[src/rtl/data_sram_bridge.sv]
// data_sram_bridge: multi-cycle bridge from the MEM-stage data port to a data
// SRAM with configurable read latency. It places store data in the correct
// byte lanes, extracts and extends load data, flags misaligned accesses and
// stalls the pipeline until each access completes.
module data_sram_bridge #(
    parameter int DATA_W     = 32,
    parameter int ADDR_W     = 32,
    parameter int RD_LATENCY = 1
) (
    input  logic              clk,
    input  logic              rst,
    input  logic              cpu_req,
    input  logic              cpu_wr,
    input  logic [1:0]        cpu_size,
    input  logic              cpu_sign,
    input  logic [ADDR_W-1:0] cpu_addr,
    input  logic [DATA_W-1:0] cpu_wdata,
    output logic [DATA_W-1:0] cpu_rdata,
    output logic              cpu_stall,
    output logic              cpu_done,
    output logic              cpu_adel,
    output logic              cpu_ades,
    output logic [31:0]       stall_cnt,
    output logic              sram_en,
    output logic [DATA_W/8-1:0] sram_wen,
    output logic [ADDR_W-1:0] sram_addr,
    output logic [DATA_W-1:0] sram_wdata,
    input  logic [DATA_W-1:0] sram_rdata
);

    localparam int LN    = DATA_W / 8;
    localparam int LB    = $clog2(LN);
    localparam int CNT_W = 3;

    typedef enum logic [1:0] {IDLE, RD_WAIT, RESP} state_t;

    state_t              state, state_nxt;
    logic                req_wr;
    logic [1:0]          req_size;
    logic                req_sign;
    logic [ADDR_W-1:0]   req_addr;
    logic                req_err;
    logic [CNT_W-1:0]    cnt;

    logic                issue;
    logic                misalign;
    logic                capture;
    logic [LN-1:0]       store_wen;
    logic [DATA_W-1:0]   store_wdata;
    logic [LB-1:0]       ext_lane;
    logic [1:0]          ext_size;
    logic                ext_sign;

    // Alignment rule per access size; doublewords need a 64-bit data path.
    function automatic logic is_misaligned(input logic [1:0] size, input logic [2:0] lo);
        logic bad;
        case (size)
            2'd0:    bad = 1'b0;
            2'd1:    bad = lo[0];
            2'd2:    bad = |lo[1:0];
            default: bad = (DATA_W != 64) || (|lo);
        endcase
        return bad;
    endfunction

    // Pick the sized field starting at the lane and sign/zero-extend it.
    function automatic logic [DATA_W-1:0] extract(input logic [DATA_W-1:0] d,
                                                  input logic [LB-1:0]     lane,
                                                  input logic [1:0]        size,
                                                  input logic              sgn);
        logic [DATA_W-1:0] sh;
        logic [DATA_W-1:0] res;
        sh = d >> {lane, 3'b000};
        case (size)
            2'd0:    if (sgn) res = DATA_W'($signed(sh[7:0]));  else res = DATA_W'(sh[7:0]);
            2'd1:    if (sgn) res = DATA_W'($signed(sh[15:0])); else res = DATA_W'(sh[15:0]);
            2'd2:    if (sgn) res = DATA_W'($signed(sh[31:0])); else res = DATA_W'(sh[31:0]);
            default: res = sh;
        endcase
        return res;
    endfunction

    // Reset is folded into issue so an asserted reset silences the SRAM port at once.
    assign misalign = is_misaligned(cpu_size, cpu_addr[2:0]);
    assign issue    = (state == IDLE) && cpu_req && !rst;

    // Loads issued with single-cycle latency extract from the live request,
    // longer reads extract from the latched copy.
    assign ext_lane = (state == IDLE) ? cpu_addr[LB-1:0] : req_addr[LB-1:0];
    assign ext_size = (state == IDLE) ? cpu_size : req_size;
    assign ext_sign = (state == IDLE) ? cpu_sign : req_sign;
    assign capture  = (issue && !cpu_wr && !misalign && (RD_LATENCY == 1)) ||
                      ((state == RD_WAIT) && (cnt == CNT_W'(1)));

    // Byte-lane enables and replicated write data for the current store.
    always_comb begin
        // NOTE: every combinational output gets a default first so no path leaves it unassigned and infers a latch.
        store_wen   = '0;
        store_wdata = cpu_wdata;
        case (cpu_size)
            2'd0: begin
                store_wen   = LN'(1) << cpu_addr[LB-1:0];
                store_wdata = {LN{cpu_wdata[7:0]}};
            end
            2'd1: begin
                store_wen   = LN'(3) << cpu_addr[LB-1:0];
                store_wdata = {(DATA_W/16){cpu_wdata[15:0]}};
            end
            2'd2: begin
                store_wen   = LN'(15) << cpu_addr[LB-1:0];
                store_wdata = {(DATA_W/32){cpu_wdata[31:0]}};
            end
            default: begin
                store_wen   = '1;
                store_wdata = cpu_wdata;
            end
        endcase
    end

    // State register.
    always_ff @(posedge clk or posedge rst) begin
        if (rst) begin
            state <= IDLE;
        end else begin
            // NOTE: sequential state uses non-blocking assignment so all flops update together at the edge.
            state <= state_nxt;
        end
    end

    // Next-state logic.
    always_comb begin
        state_nxt = state;
        case (state)
            IDLE: begin
                if (issue) begin
                    if (misalign || cpu_wr || (RD_LATENCY == 1)) state_nxt = RESP;
                    else                                         state_nxt = RD_WAIT;
                end
            end
            RD_WAIT: if (cnt == CNT_W'(1)) state_nxt = RESP;
            RESP:    state_nxt = IDLE;
            default: state_nxt = IDLE;
        endcase
    end

    // Output decode: SRAM strobes, stall, and the one-cycle completion response.
    always_comb begin
        cpu_stall  = 1'b0;
        cpu_done   = 1'b0;
        cpu_adel   = 1'b0;
        cpu_ades   = 1'b0;
        sram_en    = 1'b0;
        sram_wen   = '0;
        sram_addr  = '0;
        sram_wdata = '0;
        case (state)
            IDLE: begin
                if (issue) begin
                    cpu_stall = 1'b1;
                    if (!misalign) begin
                        sram_en   = 1'b1;
                        sram_addr = cpu_addr;
                        if (cpu_wr) begin
                            sram_wen   = store_wen;
                            sram_wdata = store_wdata;
                        end
                    end
                end
            end
            RD_WAIT: begin
                cpu_stall = 1'b1;
                sram_en   = 1'b1;
                sram_addr = req_addr;
            end
            RESP: begin
                cpu_done = 1'b1;
                cpu_adel = req_err && !req_wr;
                cpu_ades = req_err && req_wr;
            end
            default: ;
        endcase
    end

    // Latch the request, run the read-latency counter and capture load data.
    always_ff @(posedge clk or posedge rst) begin
        if (rst) begin
            // NOTE: the latched request is a handful of flops, not a memory array, so it is cleared on reset like any other state.
            req_wr    <= 1'b0;
            req_size  <= 2'd0;
            req_sign  <= 1'b0;
            req_addr  <= '0;
            req_err   <= 1'b0;
            cnt       <= '0;
            cpu_rdata <= '0;
        end else begin
            if (issue) begin
                req_wr   <= cpu_wr;
                req_size <= cpu_size;
                req_sign <= cpu_sign;
                req_addr <= cpu_addr;
                req_err  <= misalign;
                cnt      <= CNT_W'(RD_LATENCY - 1);
            end else if (state == RD_WAIT) begin
                cnt <= cnt - CNT_W'(1);
            end
            if (capture) begin
                cpu_rdata <= extract(sram_rdata, ext_lane, ext_size, ext_sign);
            end
        end
    end

    // Saturating count of stalled cycles for performance debug.
    always_ff @(posedge clk or posedge rst) begin
        if (rst) begin
            stall_cnt <= '0;
        end else if (cpu_stall && (stall_cnt != 32'hFFFF_FFFF)) begin
            stall_cnt <= stall_cnt + 32'd1;
        end
    end

endmodule
[config.mk]
export PLATFORM = sky130hd
export DESIGN_NAME = data_sram_bridge
export DESIGN_NICKNAME = d
export VERILOG_FILES = /design/src/rtl/data_sram_bridge.sv
export SDC_FILE = /design/constraint.sdc
export NUM_CORES = 1
export LEC_CHECK = 0
export CORE_ASPECT_RATIO = 0.75
export CORE_MARGIN = 1.5
export CORE_UTILIZATION = 40
export DETAILED_ROUTE_END_ITERATION = 7
export PLACE_DENSITY = 0.81
export SETUP_SLACK_MARGIN = 0.4
export SYNTH_ARGS = -nofsm -noshare
export SYNTH_HDL_FRONTEND = slang
export SYNTH_SLANG_ARGS = --single-unit
[constraint.sdc]
create_clock -name clk -period 2.8 [get_ports clk]
set_input_delay 0.56 -clock clk [delete_from_list [all_inputs] [get_ports clk]]
set_output_delay 0.56 -clock clk [all_outputs]
set_load 0.05 [all_outputs]
# ---- Word-level counts from Yosys, hierarchy flattened
# Index checks and enable logic that the tools add are counted.
dict set report op_classes {
  n_addsub 2
  n_eq_ne 9
  n_shift 4
  mux 33
  n_reduce_logical 19
}
# cell n
set ops {}
lappend ops {{$mux W32} 8}
lappend ops {{$pmux W32 S2} 3}
lappend ops {{$add A32 B1 Y32 const B} 1}
lappend ops {{$ne A32 B32 Y1 const B} 1}
lappend ops {{$shr A32 B5 Y32} 1}
lappend ops {{$mux W4} 4}
lappend ops {{$pmux W4 S3} 1}
lappend ops {{$logic_and A1 B1 Y1} 8}
lappend ops {{$mux W2} 4}
lappend ops {{$mux W1} 7}
lappend ops {{$eq A2 B1 Y1 const B} 3}
lappend ops {{$logic_not A2 Y1} 3}
lappend ops {{$mux W3} 2}
lappend ops {{$eq A2 B2 Y1 const B} 2}
lappend ops {{$logic_not A1 Y1} 4}
lappend ops {{$pmux W1 S2} 2}
lappend ops {{$pmux W2 S2} 1}
lappend ops {{$shl A1 B2 Y4 const A} 1}
lappend ops {{$shl A2 B2 Y4 const A} 1}
lappend ops {{$shl A4 B2 Y4 const A} 1}
lappend ops {{$eq A3 B1 Y1 const B} 1}
lappend ops {{$pmux W1 S3} 1}
lappend ops {{$sub A3 B1 Y3 const B} 1}
lappend ops {{$ne A2 B1 Y1 const B} 1}
lappend ops {{other kinds (5)} 5}
dict set report totals {
  regBits 106
  in_bits 103
}

# ---- Depth between registers and ports, before layout
# Gate-level depths: netlist of the first run.
dict set report depth {
  ltp_word 6
  depth_mapped 9
  depth_no_buf 7
}

# ---- Least setup slack after synthesis of the first run
# OpenSTA, ideal clock, no wires.
dict set report synth_path {
  kind {input-to-output}
  startpoint {input cpu_size[1]}
  endpoint {output sram_wdata[31]}
  arrival_ns 2.553
  t_required_ns 2.240
  path_slack_ns -0.313
  stages 7
  cell_sequence {inv_1 ha_1 clkbuf_1 nor2_1 clkbuf_1 nand2_1 a31oi_1}
}
dict set report synth_between {
  elab_chain_cells 6
  word_cells_on_any_way 9
}
# element line
set synth_lines {}
lappend synth_lines {{start, declared} 14} ;# input logic [1:0] cpu_size,
lappend synth_lines {{$eq A2 B1 Y1 / $logic_not A2 Y1 (equally long branches)} {57, 100}}
lappend synth_lines {{$pmux W32 S2} 100} ;# case (cpu_size)
lappend synth_lines {{$mux W32} 163} ;# if (cpu_wr) begin
lappend synth_lines {{$mux W32 (*)} 160} ;# if (!misalign) begin
lappend synth_lines {{$mux W32 (*)} 158} ;# if (issue) begin
lappend synth_lines {{$mux W32 (*)} 156} ;# case (state)
lappend synth_lines {{end, declared} 27} ;# output logic [DATA_W-1:0] sram_wdata,
# Mark *: on every way between the ends. The rest lies on a longest branch, timed or not.

# ---- Worst setup path after layout of the first run
dict set report layout_path {
  startpoint {input cpu_size[0]}
  endpoint {output sram_wdata[25]}
}
# The elaborated chain is that of the path after synthesis.

==> summary.md, run 1 <==
| Metric | Value |
|---|---|
| LEAKAGE | approximately 0.0037 uW |
| Crit path DAT | 1950 ps |
| Commonest cells after routing, fill and taps aside | 161 x clkdlybuf4s50_1, 90 x nand2_1, 78 x buf_12 |
| Synthesis warning total | 0 |
| Sequential power share | 30.1% |
| GRT overflow | 0 |
| Slowest CP cell | and3_4 |
| Status | finished clean |
| Synthesized Nets | 642 |
| Max clock buf depth | 2 |
| Clock share of power | 24.5% |
| First DRT Iteration DRCs | 454 |
| Top FF cell, synth | dfrtp_1 |
| Sequential share of the synthesized area | slightly below 40% |
| Largest stage delay, worst path | approximately 220 ps |
| R2r startpoint | state[1] |
| CTS Buf Count | 9 |
| Worst R2R Setup Slack | ~580 ps |
| Mapped Cells | 533 |
| Most common cell after layout, fill and taps aside | clkdlybuf4s50_1 |
| CTS tree | yes |
| Vias | approximately 5300 |
| Count of flip-flops with a built-in enable after synthesis | 0 |
| Clock sinks | 72 |
| Post-synth top area cell | dfrtp_1 |
| Hold crit path type | flip-flop to flip-flop |
| Worst-path maximum fanout | 5 |
| Worst Skew | 7.826 ps |
| Global-route wire length before repair | 28680 um |
| Critical path class | input port to primary output |
| Largest net degree at the start of global routing | 39 |
| Clock-pin slew on the worst setup and hold paths | 50 ps |
| Final setup vio count | 0 |
| Setup crit start kind | input port |
| RSZ-0062 raised after global routing | yes |
| NetSw | 1859 uW |
| Ys async rst share | 100.0% |
| Tmin final | 2514 ps |
| Synth Register Bits | 72 |
| Core outline area | 11020 um^2 |
| Worst VDD drop | ~0.58 mV |
| Met2 global-route usage | 52.93% |
| Reg2Reg Depth | 8 |
| Root buffer cell | clkbuf_16 |
| Peak Freq | between 300 and 400 MHz |
| Core Rows | 33 |
| CP Buf/Inv Count | 5 |
| Final Hold Vio Count | 0 |
| Power per cell area | about 520 nW/um^2 |
| Die footprint | 12040 um^2 |
| GPL Wtd Cong | 0.8853 |
| Clock latency on the worst-skew pair | approximately 330 ps |
| Non-Filler Instances | 940 |
| Hold path startpoint | stall_cnt[30] |
| Htree depth | 3 |
| GRT Max-Usage Layer | met2 |
| Unique masters post-synth | between 40 and 50 |
| Fraction of layout cells with a size suffix above 1 | between 30% and 40% |
| Final WL | 19070 um |
| Max_cap viols | 0 |
| Crit. End Element | primary output |
| Die X | 126.2 um |
| Vias in the first global route | 5304 |
| Initial Utilization | 41.30% |
| DRC Markers | 0 |
| Initial antenna violation count | 0 |
| Final nets | 903 |
| Slew HR | a little over half |
| DRT antenna net count | 0 |
| Ranking of synthesized cells by area | dfrtp_1 40%, nand2_1 7.5%, mux2_2 5.2%, and2_1 4.9%, nor2_1 4.5% |
| Tcrit/Tclk final | 89.77% |
| Met3 Use GR | between 6 and 7% |
| CP delay by family, top | buffers and inverters |
| Ports | 240 |
| Vias per inst | 5.610 |
| Yosys top cell area share | 39.57% |
| Slew Viols, Final | 0 |
| DP Wirelength | 13800 um |
| Cell depth of the worst hold path | 1 |
| Crit Reg-Reg Endpoint | cpu_rdata[8] |
| Layout area overhead | 96.70% |
| Required @ worst endpoint | 2240 ps |
| Fin area | 8956 um^2 |
| Placed cell areas | 8398 um^2 |
| Cell total after placement | between 900 and 1000 |
| Synth Area per Inst | 8.542 um^2 |
| Crit-path cells | buf_4, inv_2, ha_4, a21oi_2, and3_4, buf_6, nand2_8, buf_16, a21oi_4, buf_12 |
| Worst-Margin Slew | 715.3 ps |
| Met1 GRT Util | 39.86% |
| Sw Share | 39.86% |
| Port bufs | 239 |
| Cell Area, Synth | 4553 um^2 |
| Min-Delay Endpoint | stall_cnt[30] |
| DR WL/cell | 20.29 um |
| Gate power share | about 45% |
| DRT Pass-1 Iters | 5 |
| Total GRT Usage | 30.77% |
| Int Pwr | 2805 uW |
| Vert. Die Dim | 95.40 um |
kinds of logic after synthesis:
| kind of cell | count (synthesis) | share of synthesized area (%) |
|---|---|---|
| AOI/OAI and AO/OA | 83 | 11.29 |
| xor gates and xnor gates | 31 | 5.963 |
| adders and majority gates | 6 | 1.649 |
| buffers and inverters | 42 | 4.397 |
| DFF | 72 | 39.57 |
| muxes | 33 | 8.217 |
| and+or+nand+nor | 266 | 28.91 |
synth_stat cells, types with 11 or more instances:
cell type   n
nand4_1    18
clkbuf_1   16
xnor2_1    20
mux2_2     21
xor2_1     11
and3_1     21
a21oi_1    35
nand3_1    16
buf_2      13
nor2_1     54
and2_1     36
a31oi_1    24
dfrtp_1    72
nand2_1    91
worst reg2reg max path: stages (launching register included):
cell and delay (ps):
dfrtp_2 420, buf_4 150, buf_4 150, mux2i_4 230
buf_4 330, and2_1 370, o2bb2ai_1 170, nand2_1 90
a21oi_1 220
per-stage QoR:
stage	hold slack, ps	utilization (%)	power (uW)	TNS [ps]	worst slack (ps)
finish	490.7	81.24	4664	0	286.4
global route	523.4	81.22	4847	0	247.4
CTS	496.6	81.02	4657	0	296.0
detailed placement	489.4	76.18	3470	-19420	-284.0
global placement	483.5	76.18	3416	-10180	-183.4
floorplan	480.1	-	2624	0	397.4
sequential cells by signal (all words and copies together), names as in the netlist:
name       flops
req_err        1
req_size       2
cpu_rdata     32
stall_cnt     32
req_sign       1
req_wr         1
state          1
req_addr       2
cell type report:
type                    instances  area (um^2)
fillers                       646         2068
clock inverters                 3        40.04
diodes                          1        2.502
inverters                       6        26.28
well taps                     140        175.2
flip-flops and latches         72         1803
clock buffers                  13        260.3
multi-input cells             419         3010
repair buffers                286         3638
routing by layer:
metal / part of all wire [%] / vias to the layer above
met4: 1.9 / 0
met1: 42 / 2566
met5: 0 / -
li1: - / 2382
met2: 50 / 289
met3: 6.7 / 36
power by group through the flow:
stage / Clock (uW) / Combinational (uW) / Sequential (uW)
after global placement: 0 / 2020 / 1400
after floorplan: 0 / 601 / 2020
after global routing: 1220 / 2200 / 1430
after CTS: 1160 / 2100 / 1400
after detailed placement: 0 / 2060 / 1410
final: 1140 / 2120 / 1400
worst max-delay path by stage:
stage	from	end	slack, ps	depth (start not counted)
finish	cpu_size[0]	sram_wdata[25]	290	10
global placement	cpu_size[0]	sram_wdata[0]	-180	8
floorplan	state[1]	sram_wdata[25]	400	7
CTS	state[1]	sram_wdata[31]	300	7
global route	state[1]	sram_wdata[31]	250	7
detailed placement	cpu_size[0]	sram_wdata[1]	-280	8
timing repair:
item / CTS / global route
buffers inserted: 6 / 1
cloned: 5 / 0
pin swaps: 7 / 2
setup endpoints to repair: 103 / 68
resized for setup: 40 / 6
hold buffers: 0 / 0
(Power assumes the default switching activity.)
==> run 2: changes to the inputs <==
- clock period: 2.8 -> 3.2 ns (I/O delays scaled with it)
==> summary.md, run 2 (synthesis gave the netlist of run 1 again) <==
| Metric | Value |
|---|---|
| Vias in the first global route | 5011 (-5.5%) |
| Slowest CP cell | and3_4 |
| CTS Buf Count | 9 (unchanged) |
| Final core utilization | 78.45% (-2.8 points) |
| Status | finished clean |
| Critical path class | input port to primary output |
| Root buffer cell | clkbuf_16 |
| Hold crit path type | flip-flop to flip-flop |
| Fraction of layout cells with a size suffix above 1 | 23.43% (-7.7 points) |
| CP delay by family, top | buffers and inverters |
| Total GRT Usage | 27.80% (-3.0 points) |
| Initial Utilization | 41.30% (unchanged) |
| Largest regs | cpu_rdata: 32 flops, stall_cnt: 32 flops |
| Max clock buf depth | 2 (unchanged) |
| Largest net degree at the start of global routing | 73 (+87%) |
| Crit path DAT | 2120 ps (+170 ps) |
| DP Wirelength | 12900 um (-6.5%) |
| DR WL/cell | 19.19 um (-5.4%) |
| CTS tree | yes |
| Port bufs | 239 (unchanged) |
| Layout fillers | 675 (+4.5%) |
| Core outline area | 11020 um^2 (unchanged) |
| Peak Freq | about 360 MHz |
| Worst-path maximum fanout | 10 (+5) |
| GRT overflow | 0 (unchanged) |
| Worst R2R Setup Slack | 680 ps (+100 ps) |
| DRT antenna net count | 0 (unchanged) |
| CTS Hold Bufs | 0 (unchanged) |
| Vias per inst | 5.519 (-1.6%) |
| Htree depth | 3 (unchanged) |
| Pwr Total | 4182 uW (-10%) |
| Clock latency on the worst-skew pair | 330 ps (about the same) |
| Setup repair bufs after CTS | 0 (-6) |
| Sw Share | 38.68% (-1.2 points) |
| RSZ-0062 raised after global routing | no |
| Die X | 126.2 um (unchanged) |
| Vias | 5083 (-3.6%) |
| Worst VDD drop | 0.5478 mV (-5.8%) |
| Most common cell after layout, fill and taps aside | clkdlybuf4s50_1 |
| Crit-path cells | buf_2, buf_4, ha_1, a21oi_1, and3_4, nand2_8, buf_12, a21oi_2, buf_12 |
| Required @ worst endpoint | 2560 ps (+320 ps) |
| Final WL | 17680 um (-7.3%) |
| Ports | 240 (unchanged) |
| Worst-Margin Slew | 836.0 ps (+120.7 ps) |
| NetSw | 1617 uW (-13%) |
| Inserted Diodes | 0 (-1) |
| Worst Skew | 9.436 ps (+1.611 ps) |
| Power per cell area | 483.5 nW/um^2 (-7.1%) |
| CP Buf/Inv Count | 4 (-1) |
| Clock-pin slew on the worst setup and hold paths | 60 ps (about the same) |
| Global-route wire length before repair | 26390 um (-8.0%) |
| Int Pwr | 2564 uW (-8.6%) |
| DRT Pass-1 Iters | 5 (unchanged) |
| LEAKAGE | 0.003551 uW (-3.2%) |
| Final setup vio count | 0 (unchanged) |
| First DRT Iteration DRCs | 346 (-24%) |
| Clock sinks | 72 (unchanged) |
| Clock share of power | 27.8% (+3.3 points) |
| GPL Wtd Cong | 0.8659 (-2.2%) |
| Gate power share | 43.0% (-2.4 points) |
| Crit. End Element | primary output |
| Slew HR | 44.27% (-8.0 points) |
| Dpl ws | -41.69 ps (+242.3 ps) |
| Slew Viols, Final | 0 (unchanged) |
| Final Hold Vio Count | 0 (unchanged) |
| Commonest cells after routing, fill and taps aside | 165 x clkdlybuf4s50_1, 90 x nand2_1, 77 x buf_12 |
| Worst Slack Setup Final | 435.8 ps (+149.5 ps) |
| Die footprint | 12040 um^2 (unchanged) |
| Layout area overhead | 89.94% |
| Sequential power share | 29.2% (-0.9 points) |
| Max_cap viols | 0 (unchanged) |
| Largest stage delay, worst path | 280 ps (+60 ps) |
| Setup crit start kind | input port |
| DRC Markers | 0 (unchanged) |
| Tmin final | roughly 2800 ps |
| Core Rows | 33 (unchanged) |
| Crit path top cell by count | buf_12 |
| Initial antenna violation count | 0 (unchanged) |
| Final nets | 885 (-2.0%) |
| Vert. Die Dim | 95.40 um (unchanged) |
| Tcrit/Tclk final | 86.38% |
## run 2: per-layer routing
layer	share of wire (%)	vias to the layer above	track usage, %
li1	-	2339	-
met1	41	2481	35.63
met2	50	234	47.57
met3	6.8	29	5.668
met4	2.1	0	9.291
met5	0	-	0
## run 2: worst paths after layout
check                              startpoint       endpoint  cells past startpoint
worst max register to register       state[1]  cpu_rdata[28]                      5
min in group asynchronous                 rst   stall_cnt[8]                      3
worst max-delay path              cpu_size[0]  sram_wdata[9]                      9
max in group asynchronous                 rst   cpu_rdata[5]                      3
worst min register to register  stall_cnt[30]  stall_cnt[30]                      1
worst min-delay path            stall_cnt[30]  stall_cnt[30]                      1
## run 2: area by class of cell
type	count	area (um^2)	share of cell area, %
sequential	72	1802	20.83
multi-input combinational	419	2888	33.39
tap	140	175.2	2.025
inverter	6	22.52	0.2604
clock buffer	11	242.7	2.807
timing repair buffer	268	3415	39.48
clock inverter	5	103.9	1.201
## run 2: timing repair
item,in CTS,in global routing
endpoints found under the setup margin,69,45
endpoints found under the hold margin,0,0
pin swaps,1,3
gates cloned,0,2
gates resized for setup,24,18
## run 2: power by group through the flow
stage	Clock [uW]	Sequential, uW	Combinational (uW)
2_1_floorplan	0	1770	506
3_3_place_gp	0	1220	1740
3_5_place_dp	0	1230	1770
4_1_cts	1170	1220	1780
5_1_grt	1210	1240	1880
6_report	1160	1220	1800
## run 2: through the flow
stage	cells	TNS, ps	cell area (um^2)	hold WS (ps)
after CTS	919	0	8564	497.5
final	921	0	8648	498.7
after detailed placement	903	-528.5	8137	484.1
after global placement	903	0	8137	480.9
after floorplan	533	0	4793	480.1
after global routing	921	0	8648	504.9
